$ cat config.mk
export PLATFORM = sky130hd
export DESIGN_NAME = cest_avg_ctrl
export DESIGN_NICKNAME = d
export VERILOG_FILES = /design/src/rtl/cest_pkg.sv /design/src/rtl/cest_avg_ctrl_vld_dly_line.sv /design/src/rtl/cest_avg_ctrl.sv
export SDC_FILE = /design/constraint.sdc
export NUM_CORES = 1
export LEC_CHECK = 0
export CAP_MARGIN = 20
export CORE_MARGIN = 2
export CORE_UTILIZATION = 52
export CTS_CLUSTER_DIAMETER = 60
export DETAILED_ROUTE_END_ITERATION = 10
export PLACE_DENSITY_LB_ADDON = 0.1
export REMOVE_ABC_BUFFERS = 1
export SLEW_MARGIN = 20
export SYNTH_ARGS = -nofsm -noshare
export SYNTH_HDL_FRONTEND = slang
export SYNTH_HIERARCHICAL = 1
export SYNTH_SLANG_ARGS = --single-unit
$ cat constraint.sdc
create_clock -name clk -period 5.4 [get_ports clk]
set_input_delay 0.81 -clock clk [delete_from_list [all_inputs] [get_ports clk]]
set_output_delay 0.81 -clock clk [all_outputs]
set_load 0.05 [all_outputs]
$ cat src/rtl/cest_pkg.sv
`default_nettype none
// ============================================================================
// Module  : cest_pkg
// Brief   : Shared constants, state encoding and clog2 helper for the
//           channel-estimate averaging controller.
// Revision: 1.0 - initial release
// ============================================================================
package cest_pkg;

  function automatic int clog2(input int value);
    int r;
    r = 0;
    for (int i = 0; i < 31; i++) begin
      if ((1 << i) < value) r = i + 1;
    end
    return r;
  endfunction

  localparam int N        = 64;
  localparam int NSYM     = 4;
  localparam int DW       = 12;
  localparam int AW       = clog2(N);
  localparam int SW       = (clog2(NSYM) > 0) ? clog2(NSYM) : 1;
  localparam int RD_LAT   = 1;
  localparam int PIPE_LAT = 3;
  localparam int DLY      = RD_LAT + PIPE_LAT;
  localparam int FW       = clog2(DLY + 1);

  typedef enum logic [1:0] {
    IDLE  = 2'd0,
    FILL  = 2'd1,
    DRAIN = 2'd2,
    FLUSH = 2'd3
  } state_t;

endpackage
`default_nettype wire

$ cat src/rtl/cest_avg_ctrl_vld_dly_line.sv
`default_nettype none
// ============================================================================
// Module  : vld_dly_line
// Brief   : Async-reset shift register with synchronous clear, used to align
//           read strobes with the adder-tree output.
// Revision: 1.0 - initial release
// ============================================================================
module vld_dly_line #(
  parameter int WIDTH = 2,
  parameter int DEPTH = 4
) (
  input  logic             clk,
  input  logic             rst,
  input  logic             i_clr,
  input  logic [WIDTH-1:0] i_din,
  output logic [WIDTH-1:0] o_dout
);

  logic [WIDTH-1:0] r_sr [DEPTH];

  always_ff @(posedge clk or posedge rst) begin
    if (rst) begin
      for (int i = 0; i < DEPTH; i++) r_sr[i] <= '0;
    end else if (i_clr) begin
      for (int i = 0; i < DEPTH; i++) r_sr[i] <= '0;
    end else begin
      r_sr[0] <= i_din;
      for (int i = 1; i < DEPTH; i++) r_sr[i] <= r_sr[i-1];
    end
  end

  assign o_dout = r_sr[DEPTH-1];

endmodule
`default_nettype wire

$ cat src/rtl/cest_avg_ctrl.sv
`default_nettype none
// ============================================================================
// Module  : cest_avg_ctrl
// Brief   : Sequencer that frames NSYM x N channel estimates into per-symbol
//           banks, then drains all banks in lockstep and flags averaged output.
// Revision: 1.0 - initial release
// ============================================================================
module cest_avg_ctrl
  import cest_pkg::*;
(
  input  logic            clk,
  input  logic            rst,
  input  logic            i_start,
  input  logic [DW-1:0]   i_din_re,
  input  logic [DW-1:0]   i_din_im,
  input  logic            i_din_vld,
  input  logic            i_rd_stall,
  output logic [NSYM-1:0] o_wr_en,
  output logic [AW-1:0]   o_wr_addr,
  output logic [DW-1:0]   o_wr_re,
  output logic [DW-1:0]   o_wr_im,
  output logic            o_rd_en,
  output logic [AW-1:0]   o_rd_addr,
  output logic            o_avg_vld,
  output logic            o_avg_last,
  output logic            o_busy,
  output logic            o_done,
  output logic            o_err_ovf,
  output logic            o_err_abort
);

  localparam logic [AW-1:0] c_SC_LAST  = AW'(N - 1);
  localparam logic [SW-1:0] c_SYM_LAST = SW'(NSYM - 1);
  localparam logic [FW-1:0] c_FL_DONE  = FW'(DLY - 1);
  localparam logic [FW-1:0] c_FL_END   = FW'(DLY);

  state_t          r_state;
  state_t          w_state_nxt;

  logic [AW-1:0]   r_sc_cnt;
  logic [SW-1:0]   r_sym_cnt;
  logic [AW-1:0]   r_rd_cnt;
  logic [FW-1:0]   r_fl_cnt;

  logic [NSYM-1:0] r_wr_en;
  logic [AW-1:0]   r_wr_addr;
  logic [DW-1:0]   r_wr_re;
  logic [DW-1:0]   r_wr_im;
  logic            r_rd_en;
  logic [AW-1:0]   r_rd_addr;
  logic            r_busy;
  logic            r_done;
  logic            r_err_ovf;
  logic            r_err_abort;

  logic            w_abort;
  logic            w_wr_acc;
  logic            w_rd_iss;
  logic            w_fill_last;
  logic            w_rd_last;
  logic            w_fl_end;

  logic [NSYM-1:0] w_wr_en_nxt;
  logic            w_done_nxt;
  logic            w_err_ovf_nxt;
  logic [1:0]      w_dly_in;
  logic [1:0]      w_dly_out;

  // A start always wins: it re-arms the packet and suppresses any write or read that cycle.
  assign w_abort     = i_start && (r_state != IDLE);
  assign w_wr_acc    = (r_state == FILL) && i_din_vld && !i_start;
  assign w_rd_iss    = (r_state == DRAIN) && !i_rd_stall && !i_start;
  assign w_fill_last = w_wr_acc && (r_sc_cnt == c_SC_LAST) && (r_sym_cnt == c_SYM_LAST);
  assign w_rd_last   = w_rd_iss && (r_rd_cnt == c_SC_LAST);
  assign w_fl_end    = (r_state == FLUSH) && (r_fl_cnt == c_FL_END);

  always_ff @(posedge clk or posedge rst) begin
    if (rst) begin
      r_state <= IDLE;
    end else begin
      r_state <= w_state_nxt;
    end
  end

  always_comb begin
    w_state_nxt = r_state;
    if (i_start) begin
      w_state_nxt = FILL;
    end else begin
      case (r_state)
        FILL:    if (w_fill_last) w_state_nxt = DRAIN;
        DRAIN:   if (w_rd_last)   w_state_nxt = FLUSH;
        FLUSH:   if (w_fl_end)    w_state_nxt = IDLE;
        default: w_state_nxt = r_state;
      endcase
    end
  end

  always_comb begin
    w_wr_en_nxt   = w_wr_acc ? (NSYM'(1) << r_sym_cnt) : '0;
    w_done_nxt    = (r_state == FLUSH) && !i_start && (r_fl_cnt == c_FL_DONE);
    w_err_ovf_nxt = i_din_vld && ((r_state != FILL) || i_start);
  end

  always_ff @(posedge clk or posedge rst) begin
    if (rst) begin
      r_sc_cnt  <= '0;
      r_sym_cnt <= '0;
      r_rd_cnt  <= '0;
      r_fl_cnt  <= '0;
    end else if (i_start) begin
      r_sc_cnt  <= '0;
      r_sym_cnt <= '0;
      r_rd_cnt  <= '0;
      r_fl_cnt  <= '0;
    end else begin
      if (w_wr_acc) begin
        if (r_sc_cnt == c_SC_LAST) begin
          r_sc_cnt  <= '0;
          r_sym_cnt <= (r_sym_cnt == c_SYM_LAST) ? '0 : r_sym_cnt + SW'(1);
        end else begin
          r_sc_cnt <= r_sc_cnt + AW'(1);
        end
      end
      if (w_rd_iss) begin
        r_rd_cnt <= (r_rd_cnt == c_SC_LAST) ? '0 : r_rd_cnt + AW'(1);
      end
      r_fl_cnt <= (r_state == FLUSH) ? r_fl_cnt + FW'(1) : '0;
    end
  end

  always_ff @(posedge clk or posedge rst) begin
    if (rst) begin
      r_wr_en     <= '0;
      r_wr_addr   <= '0;
      r_wr_re     <= '0;
      r_wr_im     <= '0;
      r_rd_en     <= 1'b0;
      r_rd_addr   <= '0;
      r_busy      <= 1'b0;
      r_done      <= 1'b0;
      r_err_ovf   <= 1'b0;
      r_err_abort <= 1'b0;
    end else begin
      r_wr_en     <= w_wr_en_nxt;
      r_rd_en     <= w_rd_iss;
      r_busy      <= (w_state_nxt != IDLE);
      r_done      <= w_done_nxt;
      r_err_ovf   <= w_err_ovf_nxt;
      r_err_abort <= w_abort;
      if (w_wr_acc) begin
        r_wr_addr <= r_sc_cnt;
        r_wr_re   <= i_din_re;
        r_wr_im   <= i_din_im;
      end
      if (w_rd_iss) begin
        r_rd_addr <= r_rd_cnt;
      end else if (i_start) begin
        r_rd_addr <= '0;
      end
    end
  end

  assign w_dly_in = {r_rd_en, r_rd_en && (r_rd_addr == c_SC_LAST)};

  vld_dly_line #(
    .WIDTH (2),
    .DEPTH (DLY)
  ) u_vld_dly (
    .clk    (clk),
    .rst    (rst),
    .i_clr  (w_abort),
    .i_din  (w_dly_in),
    .o_dout (w_dly_out)
  );

  assign o_wr_en     = r_wr_en;
  assign o_wr_addr   = r_wr_addr;
  assign o_wr_re     = r_wr_re;
  assign o_wr_im     = r_wr_im;
  assign o_rd_en     = r_rd_en;
  assign o_rd_addr   = r_rd_addr;
  assign o_avg_vld   = w_dly_out[1];
  assign o_avg_last  = w_dly_out[0];
  assign o_busy      = r_busy;
  assign o_done      = r_done;
  assign o_err_ovf   = r_err_ovf;
  assign o_err_abort = r_err_abort;

endmodule
`default_nettype wire

### After elaboration in Yosys (flattened, before gate mapping)

Cells that the tools add are included.

| storage, ports and cells | value |
|---|---|
| logic and storage cells | 77 |
| bits of input ports | 29 |
| output and inout port bits | 47 |
| bits in registers | 72 |

| cells by class | value |
|---|---|
| eq/ne operators | 10 |
| reduce and logical (&&, ||, !) cells | 22 |
| muxes and demuxes | 21 |
| shifts and indexed selects | 1 |
| add/subtract/negate cells | 4 |

Operators by type and width:

| cell | count |
|---|---|
| $mux W6 | 8 |
| $eq A6 B6 Y1 const B | 3 |
| $mux W2 | 8 |
| $logic_and A1 B1 Y1 | 13 |
| $add A6 B1 Y6 const B | 2 |
| $reduce_bool A2 Y1 | 5 |
| $mux W8 | 1 |
| $eq A2 B2 Y1 const B | 3 |
| $mux W3 | 2 |
| $pmux W2 S3 | 1 |
| $mux W4 | 1 |
| $shl A1 B2 Y4 const A | 1 |
| $add A3 B1 Y3 const B | 1 |
| $eq A3 B2 Y1 const B | 1 |
| $eq A3 B3 Y1 const B | 1 |
| $add A2 B1 Y2 const B | 1 |
| $eq A2 B1 Y1 const B | 1 |
| $logic_not A1 Y1 | 2 |
| $ne A2 B1 Y1 const B | 1 |
| $reduce_and A2 Y1 | 1 |
| $logic_or A1 B1 Y1 | 1 |

### Depth between registers and ports, before layout

| logic depth | value |
|---|---|
| depth in word-level cells | 9 |
| mapped depth | 6 |
| depth with buffers taken out | 5 |

### Hierarchy

Netlist, hierarchy kept.

By module, submodules not included:

| module | cells each | instances | seq. area each (sq um) | area an instance (sq um) |
|---|---|---|---|---|
| cest_avg_ctrl | 227 | 1 | 1601.5 | 2721.4 |
| vld_dly_line | 19 | 1 | 200.2 | 269.0 |

### Worst setup path after synthesis

Ideal clock, no wire load.

| path | value |
|---|---|
| path kind | input-to-reg |
| from | in i_din_vld |
| to | reg r_wr_im[10], in the netlist o_wr_im[10] |
| required time | 5.275 ns |
| slack | 3.379 ns |
| stages on the path | 4 |
| arrival | 1.897 ns |
| library setup time | 0.125 ns |
| path buffers | 2 |
| path through | nor4bb_1 clkbuf_1 buf_2 mux2_2 |

| on the way | value |
|---|---|
| word-level cells in the longest chain between the ends | 2 |

RTL lines:

| what | RTL line | text |
|---|---|---|
| start, declared | cest_avg_ctrl.sv:16 | `input logic i_din_vld,` |
| $logic_and A1 B1 Y1 (2 in a row) | cest_avg_ctrl.sv:71 | `assign w_wr_acc = (r_state == FILL) && i_din_vld && !i_start;` |
| end signal, assigned | cest_avg_ctrl.sv:154 | `r_wr_im <= i_din_im;` |
| end, declared | cest_avg_ctrl.sv:48 | `logic [DW-1:0] r_wr_im;` |

Every way passes these cells.
A chain may end at the register's enable or synchronous reset.

### Final worst setup path

| path | value |
|---|---|
| from | in i_start |
| to | reg r_state[0] |

| on the way | value |
|---|---|
| word-level cells in the longest chain between the ends | 7 |
| elaborated cells on any way between the ends | 10 |
| classes of those cells | mux: 4; reduce/logical: 6 |

RTL lines:

| what | RTL line | text |
|---|---|---|
| start, declared | cest_avg_ctrl.sv:13 | `input logic i_start,` |
| $logic_not A1 Y1 | cest_avg_ctrl.sv:71, cest_avg_ctrl.sv:72 |  |
| $logic_and A1 B1 Y1 | cest_avg_ctrl.sv:71 |  |
| $logic_and A1 B1 Y1 (2 in a row) | cest_avg_ctrl.sv:73 | `assign w_fill_last = w_wr_acc && (r_sc_cnt == c_SC_LAST) && (r_sym_cnt == c_SYM_LAST);` |
| $mux W2 | cest_avg_ctrl.sv:91 | `FILL: if (w_fill_last) w_state_nxt = DRAIN;` |
| $pmux W2 S3 | cest_avg_ctrl.sv:90 | `case (r_state)` |
| $mux W2 (*) | cest_avg_ctrl.sv:87 | `if (i_start) begin` |
| net w_state_nxt[0] | cest_avg_ctrl.sv:38 | `state_t w_state_nxt;` |
| end signal, assigned | cest_avg_ctrl.sv:81 | `r_state <= w_state_nxt;` |
| end, declared | cest_avg_ctrl.sv:37 | `state_t r_state;` |

The timed path passes the listed nets; every way through them passes the cells marked *.

==> flow_summary_export.csv <==
group,metric,value,unit
outcome,outcome,"finished, final reports clean",
synth,netlist_instances,246,
routing,drtAntennaViolNets,0,
routing,wl_per_cell,14.3,um
worst_setup_path,r2r_cells,3,
clock_tree,cts_hold_buf,0,
timing,setup_viol,0,
power_and_ir_drop,power.internal,977,uW
clock_tree,cts_buffers,9,
min_path,worstHoldStart,"u_vld_dly/r_sr[5]",
global_route,grt_start_max_net_pins,65,
worst_setup_path,rrSetupSlack,3.45,ns
timing,worst_pin_slew,0.777,ns
synth,post_synth.cell_area_avg,12.2,um2
clock_tree,ctsLongestPathBuffers,2,
worst_setup_path,end_kind,"register",
timing,finalSetupTns,0,ns
worst_setup_path,critical-path-top-delay-family,"buffers and inverters",
routing,dr.first_iter.drc_count,88,
clock_tree,cts.sinks,72,
clock_tree,cts_resized,0,
run,cap_viol_max_count,0,
worst_setup_path,crit_fanout,35,
routing,first_pass_iters,4,
routing,routed_wl,5690,um
cells_and_area,final_common_cell,"clkdlybuf4s50_1",
power_and_ir_drop,p_seq_share,43.7,%
floorplan,rows,27,
synth,ys_seq_area_share,60.3,%
cells_and_area,drive_gt1_share,16.2,%
clock_tree,clk_latency,0.33,ns
power_and_ir_drop,p_per_area,334,nW/um2
worst_setup_path,crit_top_cell,"buf_4",
power_and_ir_drop,combPwrFrac,18.9,%
cells_and_area,synthToLayoutAreaGrowth,35.1,%
worst_setup_path,worst-setup-path-type,"in -> reg",
routing,drc,0,
clock_tree,root_buffer,"clkbuf_8",
global_route,antenna_found_initial,0,
clock_tree,cts_tree,"yes",
min_path,hold_class,"reg -> reg",
clock_tree,clk_pin_slew,0.07,ns
floorplan,dieArea,6370,um2
placement,portBuffers,75,
worst_setup_path,path_cells,"clkdlybuf4s50_1, buf_4, nor4bb_4, buf_4, nand4_1, a311o_1",
cells_and_area,final_cell_mix,"clkdlybuf4s50_1, dfrtp_1, mux2_2",
timing,min_period,2.46,ns
placement,gp_congestion,0.787,
timing,hold_viol_final,0,
power_and_ir_drop,p_sw_share,27.6,%
clock_tree,htreeDepth,3,
min_path,hold_depth,1,
worst_setup_path,rr_endpoint,"r_rd_cnt[5]",
worst_setup_path,slowest_delay,0.41,ns
worst_setup_path,cp.arrival,2.67,ns
global_route,track_usage,19.6,%
placement,post-dp-hpwl,3830,um
power_and_ir_drop,clkPwrFrac,37.5,%
timing,max_freq,407,MHz
worst_setup_path,crit_slowest_cell,"buf_4",
worst_setup_path,timing.rr.start,"r_state[1]",
timing,maxSlewHeadroom,48.2,%
floorplan,die_w,79.8,um
synth,synthArstFlopShare,100,%
power_and_ir_drop,peakVddDrop,0.000204,V
global_route,overflow,0,
floorplan,start_util,54.0,%
routing,avgViaCountPerCell,5.09,
synth,syn_area,2990,um2
floorplan,core-area,5540,um2
global_route,grt_pass1_wl,9590,um
routing,via_count,2031,
timing,slew_viol_final,0,
global_route,grt_pass1_vias,2039,
timing,rsz0062_at_grt,"no",
timing,fin_crit_sh,45.5,%
min_path,hold_end,"u_vld_dly/r_sr[3]",
cells_and_area,n_antenna_cell,0,
cells_and_area,nets,360,
power_and_ir_drop,design_power_total,1.35,mW
power_and_ir_drop,leakage,1.73,nW
synth,yosys_most_used_dff,"dfrtp_1",
timing,fin_skew,0.00950,ns
floorplan,io_pins,76,
worst_setup_path,startpoint_type,"input pin",
synth,synth_edf_count,0,
clock_tree,postCtsSetupRepairBufs,0,
synth,post_synth_num_cell_types,35,
floorplan,dieHeight,79.8,um
worst_setup_path,cp_num_buf_inv,3,
synth,yosys_warnings,6,
power_and_ir_drop,switchingPower,373,uW
worst_setup_path,worstPathRequired,5.61,ns
synth,ys_ff_latch,72,
==> routing by layer <==
layer	vias up	part of all wire [%]	track usage, %
li1	991	-	-
met1	978	44	26.2
met2	57	49	31.0
met3	5	6.3	5.88
met4	0	0.79	6.10
met5	-	0	0
==> sequential cells by signal, indices dropped and copies added (netlist names), 2 cells and up <==
register and cells:
o_wr_im 12, r_state 2, o_wr_re 12, o_rd_addr 6, r_sym_cnt 2, r_sc_cnt 6
o_wr_addr 6, r_fl_cnt 3, r_rd_cnt 6, u_vld_dly/o_dout 2, u_vld_dly/r_sr 6, o_wr_en 4
==> metrics by stage <==
stage | cells | utilization, % | setup WS, ns | hold slack, ns | cell area [um2]
finish | 399 | 72.9 | 2.94 | 0.467 | 4040
global route | 399 | 72.9 | 2.78 | 0.487 | 4040
detailed placement | 383 | 68.5 | 2.60 | 0.453 | 3800
CTS | 399 | 72.9 | 2.92 | 0.470 | 4040
global placement | 383 | 68.5 | 2.63 | 0.446 | 3800
floorplan | 233 | - | 0.531 | 0.437 | 2920
==> cell usage after synthesis, types with 2 or more instances <==
cell type / number / share of area, %
o211ai_1: 4 / 1.0
and2_1: 7 / 1.5
nor3_1: 5 / 0.84
nand3_1: 6 / 1.0
nor2_1: 10 / 1.3
nand4_1: 2 / 0.42
inv_1: 10 / 1.3
a31oi_1: 3 / 0.63
mux2_2: 31 / 12
clkbuf_1: 4 / 0.50
o31ai_1: 2 / 0.50
buf_2: 4 / 0.67
ha_1: 9 / 3.8
buf_4: 3 / 0.75
mux2i_1: 2 / 0.67
o21ai_0: 4 / 0.67
or4_1: 4 / 1.0
or3_1: 3 / 0.63
dfrtp_1: 72 / 60
nand2_1: 27 / 3.4
nor2b_1: 8 / 1.7
a21oi_1: 13 / 2.2
==> worst max path at each step <==
stage               cells past startpoint    endpoint  slack, ns     from
global route                            6  r_state[0]       2.78  i_start
floorplan                               3  r_state[0]       0.53  i_start
global placement                        6  r_state[0]       2.63  i_start
finish                                  6  r_state[0]       2.94  i_start
detailed placement                      6  r_state[0]       2.60  i_start
CTS                                     6  r_state[0]       2.92  i_start
==> area by class of cell <==
type / instances / area, um2
clock buffer: 9 / 124
clock inverter: 7 / 120
fill: 403 / 1500
inverter: 10 / 37.5
multi-input combinational: 151 / 1090
sequential: 72 / 1800
tap: 72 / 90.1
timing repair buffer: 78 / 773
==> logic make-up after synthesis <==
logic type               Yosys count  share of synthesized area (%)
multiplexers                      33                           12.3
AO/OA/AOI/OAI                     29                           5.90
adder cells (fa/ha/maj)            9                           3.77
AND/OR/NAND/NOR                   78                           13.5
flip-flops                        72                           60.3
XOR/XNOR                           2                          0.586
buffers and inverters             23                           3.68
==> power groups by stage <==
stage	Sequential [mW]	Clock [mW]	Combinational, mW
floorplan	0.708	0	0.0489
global placement	0.599	0	0.254
detailed placement	0.601	0	0.258
CTS	0.590	0.517	0.259
global route	0.594	0.542	0.268
finish	0.590	0.506	0.255
Note: power is estimated with default switching activity, not from simulation.
